===== config.mk =====
export PLATFORM = sky130hd
export DESIGN_NAME = parking_capacity_ctrl
export DESIGN_NICKNAME = d
export VERILOG_FILES = /design/src/rtl/parking_capacity_ctrl.sv
export SDC_FILE = /design/constraint.sdc
export NUM_CORES = 1
export LEC_CHECK = 0
export ABC_AREA = 1
export CELL_PAD_IN_SITES_DETAIL_PLACEMENT = 0
export CELL_PAD_IN_SITES_GLOBAL_PLACEMENT = 1
export CORE_MARGIN = 2
export CORE_UTILIZATION = 38
export DETAILED_ROUTE_END_ITERATION = 8
export GPL_TIMING_DRIVEN = 0
export PLACE_DENSITY = 0.91
export SETUP_SLACK_MARGIN = 0.2
export SLEW_MARGIN = 0
export SYNTH_ARGS = -nofsm -noshare
export SYNTH_HDL_FRONTEND = slang
export SYNTH_SLANG_ARGS = --single-unit

===== constraint.sdc =====
create_clock -name clock -period 3 [get_ports clock]
set_input_delay 0.6 -clock clock [delete_from_list [all_inputs] [get_ports clock]]
set_output_delay 0.6 -clock clock [all_outputs]
set_load 0.005 [all_outputs]

===== src/rtl/parking_capacity_ctrl.sv =====
// Parking occupancy controller: uni/free car counts against an hourly uni capacity schedule.
// Optional statistics outputs (peaks, reject counter) are enabled by defining PARKING_STATS_EN.
module parking_capacity_ctrl #(
  parameter int unsigned CLOCKS_PER_HOUR = 500,
  parameter int unsigned START_HOUR      = 8,
  parameter int unsigned TOTAL_CAP       = 700,
  parameter int unsigned UNI_CAP_BASE    = 500,
  parameter int unsigned UNI_CAP_STEP    = 50,
  parameter int unsigned SHRINK_HOUR     = 14,
  parameter int unsigned LATE_HOUR       = 16,
  parameter int unsigned UNI_CAP_LATE    = 200,
  parameter int unsigned CNT_W           = 10
) (
  input  logic             clock,
  input  logic             reset,
  input  logic             car_entered,
  input  logic             is_uni_car_entered,
  input  logic             car_exited,
  input  logic             is_uni_car_exited,
  output logic [4:0]       hour,
  output logic [CNT_W-1:0] uni_parked_car,
  output logic [CNT_W-1:0] free_parked_car,
  output logic [CNT_W-1:0] uni_vacated_space,
  output logic [CNT_W-1:0] free_vacated_space,
  output logic             uni_is_vacated_space,
  output logic             free_is_vacated_space,
  output logic             uni_over_cap,
  output logic             ja_nist,
  output logic             faulty_exit
`ifdef PARKING_STATS_EN
  ,
  output logic [CNT_W-1:0] uni_peak,
  output logic [CNT_W-1:0] free_peak,
  output logic [15:0]      reject_count
`endif
);

  localparam int unsigned CYC_W = (CLOCKS_PER_HOUR > 1) ? $clog2(CLOCKS_PER_HOUR) : 1;

  localparam logic [CYC_W-1:0] CYC_LAST     = CYC_W'(CLOCKS_PER_HOUR - 1);
  localparam logic [4:0]       HOUR_START   = 5'(START_HOUR);
  localparam logic [4:0]       HOUR_SHRINK0 = 5'(SHRINK_HOUR);
  localparam logic [4:0]       HOUR_SHRINK1 = 5'((SHRINK_HOUR + 1) % 24);
  localparam logic [4:0]       HOUR_LATE    = 5'(LATE_HOUR);
  localparam logic [4:0]       HOUR_LAST    = 5'd23;

  localparam logic [CNT_W-1:0] CAP_TOTAL = CNT_W'(TOTAL_CAP);
  localparam logic [CNT_W-1:0] CAP_BASE  = CNT_W'(UNI_CAP_BASE);
  localparam logic [CNT_W-1:0] CAP_STEP  = CNT_W'(UNI_CAP_STEP);
  localparam logic [CNT_W-1:0] CAP_LATE  = CNT_W'(UNI_CAP_LATE);
  localparam logic [CNT_W-1:0] CNT_ONE   = CNT_W'(1);
  localparam logic [CNT_W-1:0] CNT_MAX   = '1;

  // Time base and capacity schedule
  logic [CYC_W-1:0] cyc_q, cyc_d;
  logic [4:0]       hour_q, hour_d;
  logic [CNT_W-1:0] uni_cap_q, uni_cap_d;
  logic [4:0]       hour_inc;
  logic             hour_wrap;
  logic             day_end;

  // Occupancy, edge detection and error pulses
  logic [CNT_W-1:0] uni_parked_q, uni_parked_d;
  logic [CNT_W-1:0] free_parked_q, free_parked_d;
  logic             prev_ent_q, prev_ex_q;
  logic             armed_q;
  logic             ja_nist_q, ja_nist_d;
  logic             faulty_exit_q, faulty_exit_d;

  logic [CNT_W-1:0] free_cap;
  logic             ent_ev, ex_ev;
  logic             uni_ex_ok, free_ex_ok;
  logic             uni_ent_ok, free_ent_ok;
  logic [CNT_W-1:0] uni_post, free_post;

  always_comb begin
    hour_wrap = (cyc_q == CYC_LAST);
    hour_inc  = (hour_q == HOUR_LAST) ? '0 : hour_q + 5'd1;
    day_end   = hour_wrap && (hour_inc == HOUR_START);
    cyc_d     = hour_wrap ? '0 : cyc_q + CYC_W'(1);
    hour_d    = hour_wrap ? hour_inc : hour_q;

    uni_cap_d = uni_cap_q;
    if (day_end) begin
      uni_cap_d = CAP_BASE;
    end else if (hour_wrap) begin
      if (hour_inc == HOUR_LATE) begin
        uni_cap_d = CAP_LATE;
      end else if ((hour_inc == HOUR_SHRINK0) || (hour_inc == HOUR_SHRINK1)) begin
        uni_cap_d = (uni_cap_q > CAP_STEP) ? uni_cap_q - CAP_STEP : '0;
      end
    end
  end

  // The first edge after reset only loads the edge detectors, so a sensor
  // already high when reset releases is not mistaken for a new arrival.
  always_comb begin
    free_cap = CAP_TOTAL - uni_cap_q;
    ent_ev   = car_entered & ~prev_ent_q & armed_q;
    ex_ev    = car_exited  & ~prev_ex_q  & armed_q;

    uni_ex_ok  = ex_ev &  is_uni_car_exited & (uni_parked_q  != '0);
    free_ex_ok = ex_ev & ~is_uni_car_exited & (free_parked_q != '0);

    // Exit is applied first so an entry in the same cycle sees the freed space.
    uni_post  = uni_ex_ok  ? uni_parked_q  - CNT_ONE : uni_parked_q;
    free_post = free_ex_ok ? free_parked_q - CNT_ONE : free_parked_q;

    uni_ent_ok  = ent_ev &  is_uni_car_entered & (uni_post  < uni_cap_q);
    free_ent_ok = ent_ev & ~is_uni_car_entered & (free_post < free_cap);

    uni_parked_d  = (uni_ent_ok  && (uni_post  != CNT_MAX)) ? uni_post  + CNT_ONE : uni_post;
    free_parked_d = (free_ent_ok && (free_post != CNT_MAX)) ? free_post + CNT_ONE : free_post;
    ja_nist_d     = ent_ev & ~(uni_ent_ok | free_ent_ok);
    faulty_exit_d = ex_ev  & ~(uni_ex_ok  | free_ex_ok);

    if (day_end) begin
      uni_parked_d  = '0;
      free_parked_d = '0;
      ja_nist_d     = 1'b0;
      faulty_exit_d = 1'b0;
    end
  end

  always_ff @(posedge clock or posedge reset) begin
    if (reset) begin
      cyc_q         <= '0;
      hour_q        <= HOUR_START;
      uni_cap_q     <= CAP_BASE;
      uni_parked_q  <= '0;
      free_parked_q <= '0;
      prev_ent_q    <= 1'b0;
      prev_ex_q     <= 1'b0;
      armed_q       <= 1'b0;
      ja_nist_q     <= 1'b0;
      faulty_exit_q <= 1'b0;
    end else begin
      cyc_q         <= cyc_d;
      hour_q        <= hour_d;
      uni_cap_q     <= uni_cap_d;
      uni_parked_q  <= uni_parked_d;
      free_parked_q <= free_parked_d;
      prev_ent_q    <= car_entered;
      prev_ex_q     <= car_exited;
      armed_q       <= 1'b1;
      ja_nist_q     <= ja_nist_d;
      faulty_exit_q <= faulty_exit_d;
    end
  end

  always_comb begin
    hour                  = hour_q;
    uni_parked_car        = uni_parked_q;
    free_parked_car       = free_parked_q;
    uni_vacated_space     = (uni_parked_q  >= uni_cap_q) ? '0 : uni_cap_q - uni_parked_q;
    free_vacated_space    = (free_parked_q >= free_cap)  ? '0 : free_cap - free_parked_q;
    uni_is_vacated_space  = (uni_vacated_space  != '0);
    free_is_vacated_space = (free_vacated_space != '0);
    uni_over_cap          = (uni_parked_q > uni_cap_q);
    ja_nist               = ja_nist_q;
    faulty_exit           = faulty_exit_q;
  end

`ifdef PARKING_STATS_EN
  logic [CNT_W-1:0] uni_peak_q, uni_peak_d;
  logic [CNT_W-1:0] free_peak_q, free_peak_d;
  logic [15:0]      reject_q, reject_d;
  logic [15:0]      reject_inc;

  always_comb begin
    uni_peak_d  = (uni_parked_d  > uni_peak_q)  ? uni_parked_d  : uni_peak_q;
    free_peak_d = (free_parked_d > free_peak_q) ? free_parked_d : free_peak_q;
    if (day_end) begin
      uni_peak_d  = '0;
      free_peak_d = '0;
    end
    reject_inc = 16'(ja_nist_d) + 16'(faulty_exit_d);
    reject_d   = (reject_q > (16'hFFFF - reject_inc)) ? 16'hFFFF : reject_q + reject_inc;
  end

  always_ff @(posedge clock or posedge reset) begin
    if (reset) begin
      uni_peak_q  <= '0;
      free_peak_q <= '0;
      reject_q    <= '0;
    end else begin
      uni_peak_q  <= uni_peak_d;
      free_peak_q <= free_peak_d;
      reject_q    <= reject_d;
    end
  end

  always_comb begin
    uni_peak     = uni_peak_q;
    free_peak    = free_peak_q;
    reject_count = reject_q;
  end
`endif

endmodule


* Word level (Yosys, flattened, before mapping)
Cells that the tools add are included.
** Operators by class
- Bitwise logic cells :: 22
- Shift-type cells :: 0
- Multipliers :: 0
- Reduce and logical (&&, ||, !) cells :: 11
- $add $sub $neg :: 10
- Order comparisons :: 6
- Div/mod/pow operators :: 0
- Equality and inequality tests :: 8
- Mux-type cells :: 17
** Operators by type and width (count)
- 10-bit 2-to-1 mux :: 13
- 10-bit nonzero test :: 4
- 10-bit by 1-bit adder with 10-bit output (second input constant) :: 2
- 10-bit greater-or-equal comparator :: 2
- 10-bit < comparator :: 2
- 10-bit inequality test (second input constant) :: 2
- 10-bit by 1-bit subtractor with 10-bit output (second input constant) :: 2
- 10-bit subtractor :: 2
- 5-bit by 4-bit == test with 1-bit output (second input constant) :: 3
- 1-bit bitwise AND :: 14
- 5-bit == test (second input constant) :: 2
- 10-bit greater-than comparator :: 1
- 10-bit by 6-bit greater-than comparator with 1-bit output (second input constant) :: 1
- 10-bit subtractor (first input constant) :: 1
- 10-bit by 6-bit subtractor with 10-bit output (second input constant) :: 1
- 9-bit by 1-bit adder with 9-bit output (second input constant) :: 1
- 9-bit == test (second input constant) :: 1
- 9-bit 2-to-1 mux :: 1
- 1-bit NOT :: 6
- 5-bit by 1-bit adder with 5-bit output (second input constant) :: 1
- 5-bit 2-to-1 mux :: 1
- 1-bit logical AND :: 3
- 3-bit nonzero test :: 1
- 1-bit 2-to-1 mux :: 2
- other kinds (4) :: 5
** Storage, ports and cells
- Bits of input ports :: 6
- ROM bits :: 0
- Register bits after elaboration :: 49
- Logic and storage cells :: 84
- Latch bits :: 0
- RAM bits :: 0
- Memories :: 0
- Output and inout bits :: 50

* Depth between registers and ports, before layout
Gate-level depths: netlist of run 1.
- Depth after elaboration :: 12
- Depth in mapped cells :: 21
- Mapped depth without buffers :: 21

* Worst setup path before layout of run 1
No wires, ideal clock.
- Path type :: register to output
- From :: reg uni_cap_q[1]
- To :: out free_is_vacated_space
- Cell stages (with the launch flop) :: 18
- Arrival :: 2.703 ns
- Path slack :: -0.303 ns
- Cell sequence :: dfrtp_1 inv_1 ha_1 nor3_1 xor2_1 inv_1 ha_1 nand2_1 a21oi_1 nor2_1 nand2_1 a21oi_1 nand2_1 o21ai_1 buf_2 a21oi_1 nor2_1 nand3_1
** On the way
- Cells in the longest elaborated chain, start to end :: 4
** Ends and longest elaborated chain
- from (decl) :: RTL line 57 : logic [CNT_W-1:0] uni_cap_q, uni_cap_d;
- from (signal assigned) :: RTL line 140 : uni_cap_q <= uni_cap_d;
- 10-bit subtractor (*) :: RTL line 98 : free_cap = CAP_TOTAL - uni_cap_q;
- 10-bit subtractor / 10-bit greater-or-equal comparator (equally long branches) :: RTL line 156 : free_vacated_space = (free_parked_q >= free_cap) ? '0 : free_cap - free_parked_q;
- 10-bit 2-to-1 mux (*) :: RTL line 156
- 10-bit nonzero test (*) :: RTL line 158 : free_is_vacated_space = (free_vacated_space != '0);
- to (decl) :: RTL line 26 : output logic free_is_vacated_space,
Mark *: on every way between the ends. The rest lies on a longest branch, timed or not.

* Worst setup path after layout of run 1
- From :: reg uni_cap_q[4]
- To :: out free_is_vacated_space
Same word-level chain as after synthesis.

==> impl_metrics.toml, run 1 <==
[critical_path]
cp.required_ns = 2.40
crit_start = "uni_cap_q[4]"
crit_type = "reg -> out"
cp-end-kind = "primary output"
critPathArrivalTime_ns = 3.05
path_cells = "clkinvlp_4 > nor3_4 > xor2_1 > inv_1 > ha_4 > nand2_4 > nor2_4 > nand4_1 > o21ai_4 > buf_6 > a21oi_2 > nor2_1 > nand3_1 > buf_2"
slowest_stage = "dfstp_2"
start_kind = "register"
r2r-start = "uni_cap_q[4]"
r2r-end = "free_parked_car[3]"
reg2reg_slack_ns = 0.03
crit_path_end = "free_is_vacated_space"
rr_worst_depth = 17
slowest_delay_ns = 0.59
worstPathMaxFanout = 5

[floorplan]
start_util_pct = 38.7
die_y_um = 122
ioPinCount = 56
coreArea_um2 = 13800
fp.dieW_um = 122
fp.dieArea_um2 = 15000
rows = 43

[run_status]
violations = "setup timing"
status = "finished, violations left"

[synthesis]
postSynthAreaPerCell_um2 = 6.58
synth-edff-count = 0
ys_seq_elements = 48
syn_nets = 867
yosysUniqueCellTypes = 45
yosysWarnings = 0
async_reset_ff_share_pct = 100
ys_seq_area_share_pct = 22.7
syn_inst = 809
syn-cell-area_um2 = 5320
synthFlopType = "dfrtp_1"

[drt]
wirelength_mm = 16.6
drt_iter0_markers = 354
routedWlPerCell_um = 14.5
drc_errors = 0
vias = 5779
via_per_inst = 5.05
ant_nets = 0
firstDrtPassIters = 5

[global_route]
antenna_found_initial = 0
globalRoute.totalOverflow = 0
grt_max_degree = 39
grt_usage_pct = 21.8
grt_pass1_wl_mm = 26.0
grt_pass1_vias = 5267

[timing]
finalCriticalPeriod_ns = 3.65
rsz0062_at_grt = "true"
drv_slew = 0
fin_crit_sh_pct = 122
setup_viol = 23
finClkSkew_ns = 0.00642
fmax_ghz = 0.274
slew_headroom_pct = 37.4
worst_slew_pin_slew_ns = 0.936
final-hold-violation-count = 0
whs_ns = 0.457
worst_slack_ns = -0.655

[worst_hold_path]
min_path_type = "in -> reg"

[placement]
dp.cells = 1045
globalplace.congestion = 0.916
place_ws_ns = -0.842
io_buffers = 55
hpwl_mm = 11.2

[power]
peakVddDrop_mv = 0.288
pwr_density_cell_nw_per_um2 = 700
p_int_mw = 2.79
seqPwrFrac_pct = 18.0
comb_power_share_pct = 71.0
p_leak_nw = 3.72
power.switching_mw = 2.63
pwr-share-clk_pct = 11.1
switching_share_pct = 48.6
power_mw = 5.43

[flow_run]
maxCapViolations = 0

[cells_and_area]
finalNonFillerCells = 1145
nets = 1022
diodes = 0
drive_gt1_share_pct = 34.9
final_cell_mix = "178 x nand2_1, 87 x nor2_1, 85 x inv_1"
area_growth_pct = 45.7
final_common_cell = "nand2_1"

[clocking]
clockBufferDepth = 2
clock_sinks = 48
ctsHoldBuffers = 0
htreeDepth = 2
clk_latency_ns = 0.30
root_buffer = "clkbuf_16"
cts_tree = "yes"
clk_pin_slew_worst_paths_ns = 0.07
cts_made_buffers = 5
-- routing by layer --
| metal | vias up | global-route usage [%] | share of wire, % |
|---|---|---|---|
| met3 | 36 | 2.42 | 4.6 |
| li1 | 2903 | - | - |
| met4 | 0 | 6.03 | 2.7 |
| met1 | 2681 | 29.8 | 45 |
| met2 | 159 | 36.3 | 48 |
| met5 | - | 0 | 0 |
-- synthesized netlist by cell type, types with 3 or more instances --
cell type  number  share of area (%)
nand2_1       216                 15
xnor2_1         6               0.99
xor2_1         30                4.9
o21bai_1        4               0.56
nor2_4         12                2.5
nand3_1        46                4.3
nor2_2         11                1.3
dfrtp_1        41                 19
nor3b_1         3               0.42
nor2_1        103                7.3
o21ai_1         4               0.38
nand2_2        19                2.2
nand4_1        16                1.9
nand2_4         4               0.85
inv_1         104                7.3
inv_2           9               0.63
a21oi_1        44                4.1
nor3_1         11                1.0
o21ai_0        27                2.5
dfstp_2         7                3.5
ha_1           50                 12
a211oi_1        3               0.42
nand3_2         6                1.1
o211ai_1        3               0.42
-- power by group through the flow --
| stage | clock network, mW | registers (mW) | logic [mW] |
|---|---|---|---|
| 2_1_floorplan | 0 | 0.939 | 1.99 |
| 3_3_place_gp | 0 | 0.991 | 2.90 |
| 3_5_place_dp | 0 | 0.987 | 2.92 |
| 4_1_cts | 0.608 | 0.959 | 3.43 |
| 5_1_grt | 0.633 | 0.992 | 4.24 |
| 6_report | 0.600 | 0.975 | 3.85 |
-- logic make-up (layout without fill, tap and decap cells) --
| kind of cell | Yosys count | count (layout) | share of synthesized area, % |
|---|---|---|---|
| flip-flops | 48 | 48 | 22.7 |
| AO/OA/AOI/OAI | 96 | 96 | 10.3 |
| other | 1 | 1 | 0.0704 |
| adder cells (fa/ha/maj) | 52 | 52 | 12.5 |
| buffers and inverters | 121 | 276 | 8.67 |
| XOR/XNOR | 36 | 36 | 5.92 |
| AND/OR/NAND/NOR | 455 | 456 | 39.8 |
-- how the worst min path moves through the flow --
stage / from / end / depth (start not counted)
floorplan: cyc_q[0] / cyc_q[0] / 1
global placement: cyc_q[0] / cyc_q[0] / 1
detailed placement: cyc_q[0] / cyc_q[0] / 1
CTS: car_exited / prev_ex_q / 1
global route: car_exited / prev_ex_q / 1
finish: car_exited / prev_ex_q / 1
-- repair_timing --
action / in CTS / in global routing
buffers inserted: 73 / 18
gates resized for setup: 160 / 96
pin swaps: 43 / 63
setup endpoints to repair: 44 / 44
gates cloned: 1 / 0
-- final cells by class --
| class | instances | area (um2) |
|---|---|---|
| fillers | 1283 | 6020 |
| well taps | 180 | 225 |
| repair buffers | 147 | 1260 |
| multi-input cells | 641 | 4390 |
| inverters | 116 | 462 |
| clock buffers | 6 | 139 |
| flip-flops and latches | 48 | 1220 |
| clock inverters | 2 | 15.0 |
| plain buffers | 5 | 42.5 |
-- per-stage QoR --
step	setup TNS [ns]	instance area (um2)	utilization [%]
after floorplan	0	5420	-
after global placement	-25.50	6190	45.0
after CTS	-9.69	7260	52.7
after global routing	-15.05	7760	56.3
final	-11.33	7760	56.3
after detailed placement	-25.14	6210	45.1
-- worst max-delay path, delay by kind of cell (launching register included) --
family                     cells  cell delay [ns]
xor gates and xnor gates       1             0.23
DFF                            1             0.59
adders and majority gates      1             0.33
AOI/OAI and AO/OA              2             0.29
buffers and inverters          4             0.52
and+or+nand+nor                6             0.79
-- flip-flops by register name, indices dropped and copies added, names as in the netlist --
register / count
uni_parked_car: 10
prev_ent_q: 1
armed_q: 1
free_parked_car: 10
prev_ex_q: 1
faulty_exit: 1
uni_cap_q: 9
cyc_q: 9
hour: 5
ja_nist: 1
Power figures use the tool's default switching activity.
==> inputs of run 2 (changes only) <==
--- a/config.mk
+++ b/config.mk
@@ -10,6 +10,7 @@
 export CELL_PAD_IN_SITES_GLOBAL_PLACEMENT = 1
 export CORE_MARGIN = 2
 export CORE_UTILIZATION = 38
+export CTS_CLUSTER_SIZE = 30
 export DETAILED_ROUTE_END_ITERATION = 8
 export GPL_TIMING_DRIVEN = 0
 export PLACE_DENSITY = 0.91
==> results of run 2 <==
The final DEF is identical to that of run 1; final timing and power are the same.
==> inputs of run 3 (changes only) <==
--- a/config.mk
+++ b/config.mk
@@ -6,14 +6,14 @@
 export NUM_CORES = 1
 export LEC_CHECK = 0
 export ABC_AREA = 1
-export CELL_PAD_IN_SITES_DETAIL_PLACEMENT = 0
-export CELL_PAD_IN_SITES_GLOBAL_PLACEMENT = 1
+export CELL_PAD_IN_SITES_DETAIL_PLACEMENT = 2
+export CELL_PAD_IN_SITES_GLOBAL_PLACEMENT = 2
 export CORE_MARGIN = 2
-export CORE_UTILIZATION = 38
+export CORE_UTILIZATION = 29
 export CTS_CLUSTER_SIZE = 30
 export DETAILED_ROUTE_END_ITERATION = 8
 export GPL_TIMING_DRIVEN = 0
-export PLACE_DENSITY = 0.91
+export PLACE_DENSITY = 0.9
 export SETUP_SLACK_MARGIN = 0.2
 export SLEW_MARGIN = 0
 export SYNTH_ARGS = -nofsm -noshare
==> impl_metrics.toml, run 3 (synthesis gave the netlist of run 1 again) <==
[critical_path]
cp.required_ns = 2.40
start_kind = "register"
cp-end-kind = "primary output"
worstPathMaxFanout = 7
crit_type = "reg -> out"
critPathArrivalTime_ns = 3.51

[power]
peakVddDrop_mv = 0.459
pwr_density_cell_nw_per_um2 = 810
p_leak_nw = 3.94

[drt]
wirelength_mm = 36.2
routedWlPerCell_um = 30.0
drc_errors = 0
firstDrtPassIters = 5
via_per_inst = 5.84
vias = 7049
ant_nets = 0
drt_iter0_markers = 517

[placement]
place_area_um2 = 6270
place_ws_ns = -1.09
hpwl_mm = 16.0
globalplace.congestion = 0.869
io_buffers = 55
dp.cells = 1094

[timing]
fmax_ghz = 0.243
rsz0062_at_grt = "true"
worst_slew_pin_slew_ns = 0.883
fin_crit_sh_pct = 137
worst_slack_ns = -1.11
finalCriticalPeriod_ns = 4.11
final-hold-violation-count = 0
drv_slew = 0
slew_headroom_pct = 41.0
finClkSkew_ns = 0.0227
setup_viol = 44

[clocking]
ctsHoldBuffers = 0
root_buffer = "clkbuf_16"
htreeDepth = 2
cts_made_buffers = 5
cts_tree = "yes"
clk_latency_ns = 0.32
clk_pin_slew_worst_paths_ns = 0.09
clock_sinks = 48
clockBufferDepth = 2

[global_route]
grt_pass1_wl_mm = 45.8
grt_pass1_vias = 7596
globalRoute.totalOverflow = 0
grt_usage_pct = 30.2
grt_max_degree = 26
antenna_found_initial = 0

[floorplan]
fp.dieArea_um2 = 19500
die_y_um = 139
start_util_pct = 29.6
fp.dieW_um = 139
ioPinCount = 56
rows = 49
coreArea_um2 = 18000

[cells_and_area]
ff_latch_area_um2 = 1220
area_growth_pct = 57.9
multi_input_area_um2 = 4770
nets = 1036
diodes = 0
final_cell_mix = "156 x nand2_1, 79 x inv_1, 75 x nor2_1"
final_common_cell = "nand2_1"
finalInstanceArea_um2 = 8410
finalNonFillerCells = 1208
nFillCells = 2014
drive_gt1_share_pct = 41.9

[flow_run]
maxCapViolations = 0

[worst_hold_path]
min_path_type = "in -> reg"

[run_status]
status = "finished, violations left"
violations = "setup timing"
run 3: cell count changes in the layout (fill, tap and decap cells not counted), moves of 4 or more:
cell and delta:
nand2_1 -22, buf_4 -6, a21oi_1 -6, buf_6 +18, dlygate4sd2_1 -6, inv_4 +4, nand2_4 +10, a21oi_4 +4
nand2_2 +12, dlymetal6s2s_1 +4, nor2_1 -12, nor2_4 +11, inv_1 -6
run 3: worst paths after layout:
path / slack (ns) / cells past startpoint / end / startpoint
worst min-delay path: 0.44 / 1 / prev_ex_q / car_exited
worst min register to register: 0.47 / 1 / cyc_q[0] / cyc_q[0]
max in group asynchronous: 1.68 / 3 / uni_cap_q[4] / reset
min in group asynchronous: 0.69 / 2 / uni_parked_car[0] / reset
worst max-delay path: -1.11 / 19 / uni_vacated_space[0] / uni_cap_q[2]
worst max register to register: -0.64 / 20 / free_parked_car[5] / uni_cap_q[2]
run 3: stage by stage:
step | hold slack (ns) | power, mW | utilization [%] | setup TNS, ns
6_report | 0.439 | 6.81 | 46.8 | -29.87
5_1_grt | 0.437 | 7.03 | 46.8 | -31.80
4_1_cts | 0.422 | 5.44 | 42.0 | -12.13
3_5_place_dp | 0.467 | 4.16 | 34.9 | -33.89
3_3_place_gp | 0.445 | 3.96 | 34.8 | -28.39
2_1_floorplan | 0.432 | 2.93 | - | 0
run 3: routing by layer:
metal  share of wire, %  track usage [%]  up-vias
met1                 40             36.6     3615
li1                   -                -     2922
met4                5.1             14.4        0
met5                  0                0        -
met3                5.7             3.23      131
met2                 49             53.4      381
run 3: worst max-delay path: stages (launching register included):
cell             delay, ns
dfstp_2               0.71
buf_4                 0.17
buf_6                 0.09
buf_6                 0.08
buf_6                 0.08
buf_6                 0.08
buf_6                 0.08
buf_6                 0.09
ha_4                  0.15
nand2_1               0.09
nand3_2               0.12
nand2_2               0.09
nand3_4               0.09
a21oi_2               0.08
nand2_2               0.13
o21ai_4               0.09
buf_6                 0.13
buf_4                 0.14
nor2_1                0.14
clkdlybuf4s50_1       0.55
run 3: cell type report:
class | count | area share [%]
multi-input cells | 642 | 56.7
plain buffers | 5 | 0.536
well taps | 229 | 3.41
clock buffers | 6 | 1.65
flip-flops and latches | 48 | 14.5
inverters | 116 | 5.80
repair buffers | 160 | 17.2
clock inverters | 2 | 0.164
run 3: where the power goes:
part	internal [mW]	switching, mW
logic	1.92	3.18
clock network	0.336	0.314
registers	0.775	0.287
run 3: what timing repair did:
item                       in CTS  in global routing
setup buffers                  66                 38
cloned                          2                  0
resized for setup             221                160
hold endpoints to repair        0                  0
setup endpoints to repair      44                 51
pin swaps                      53                 52
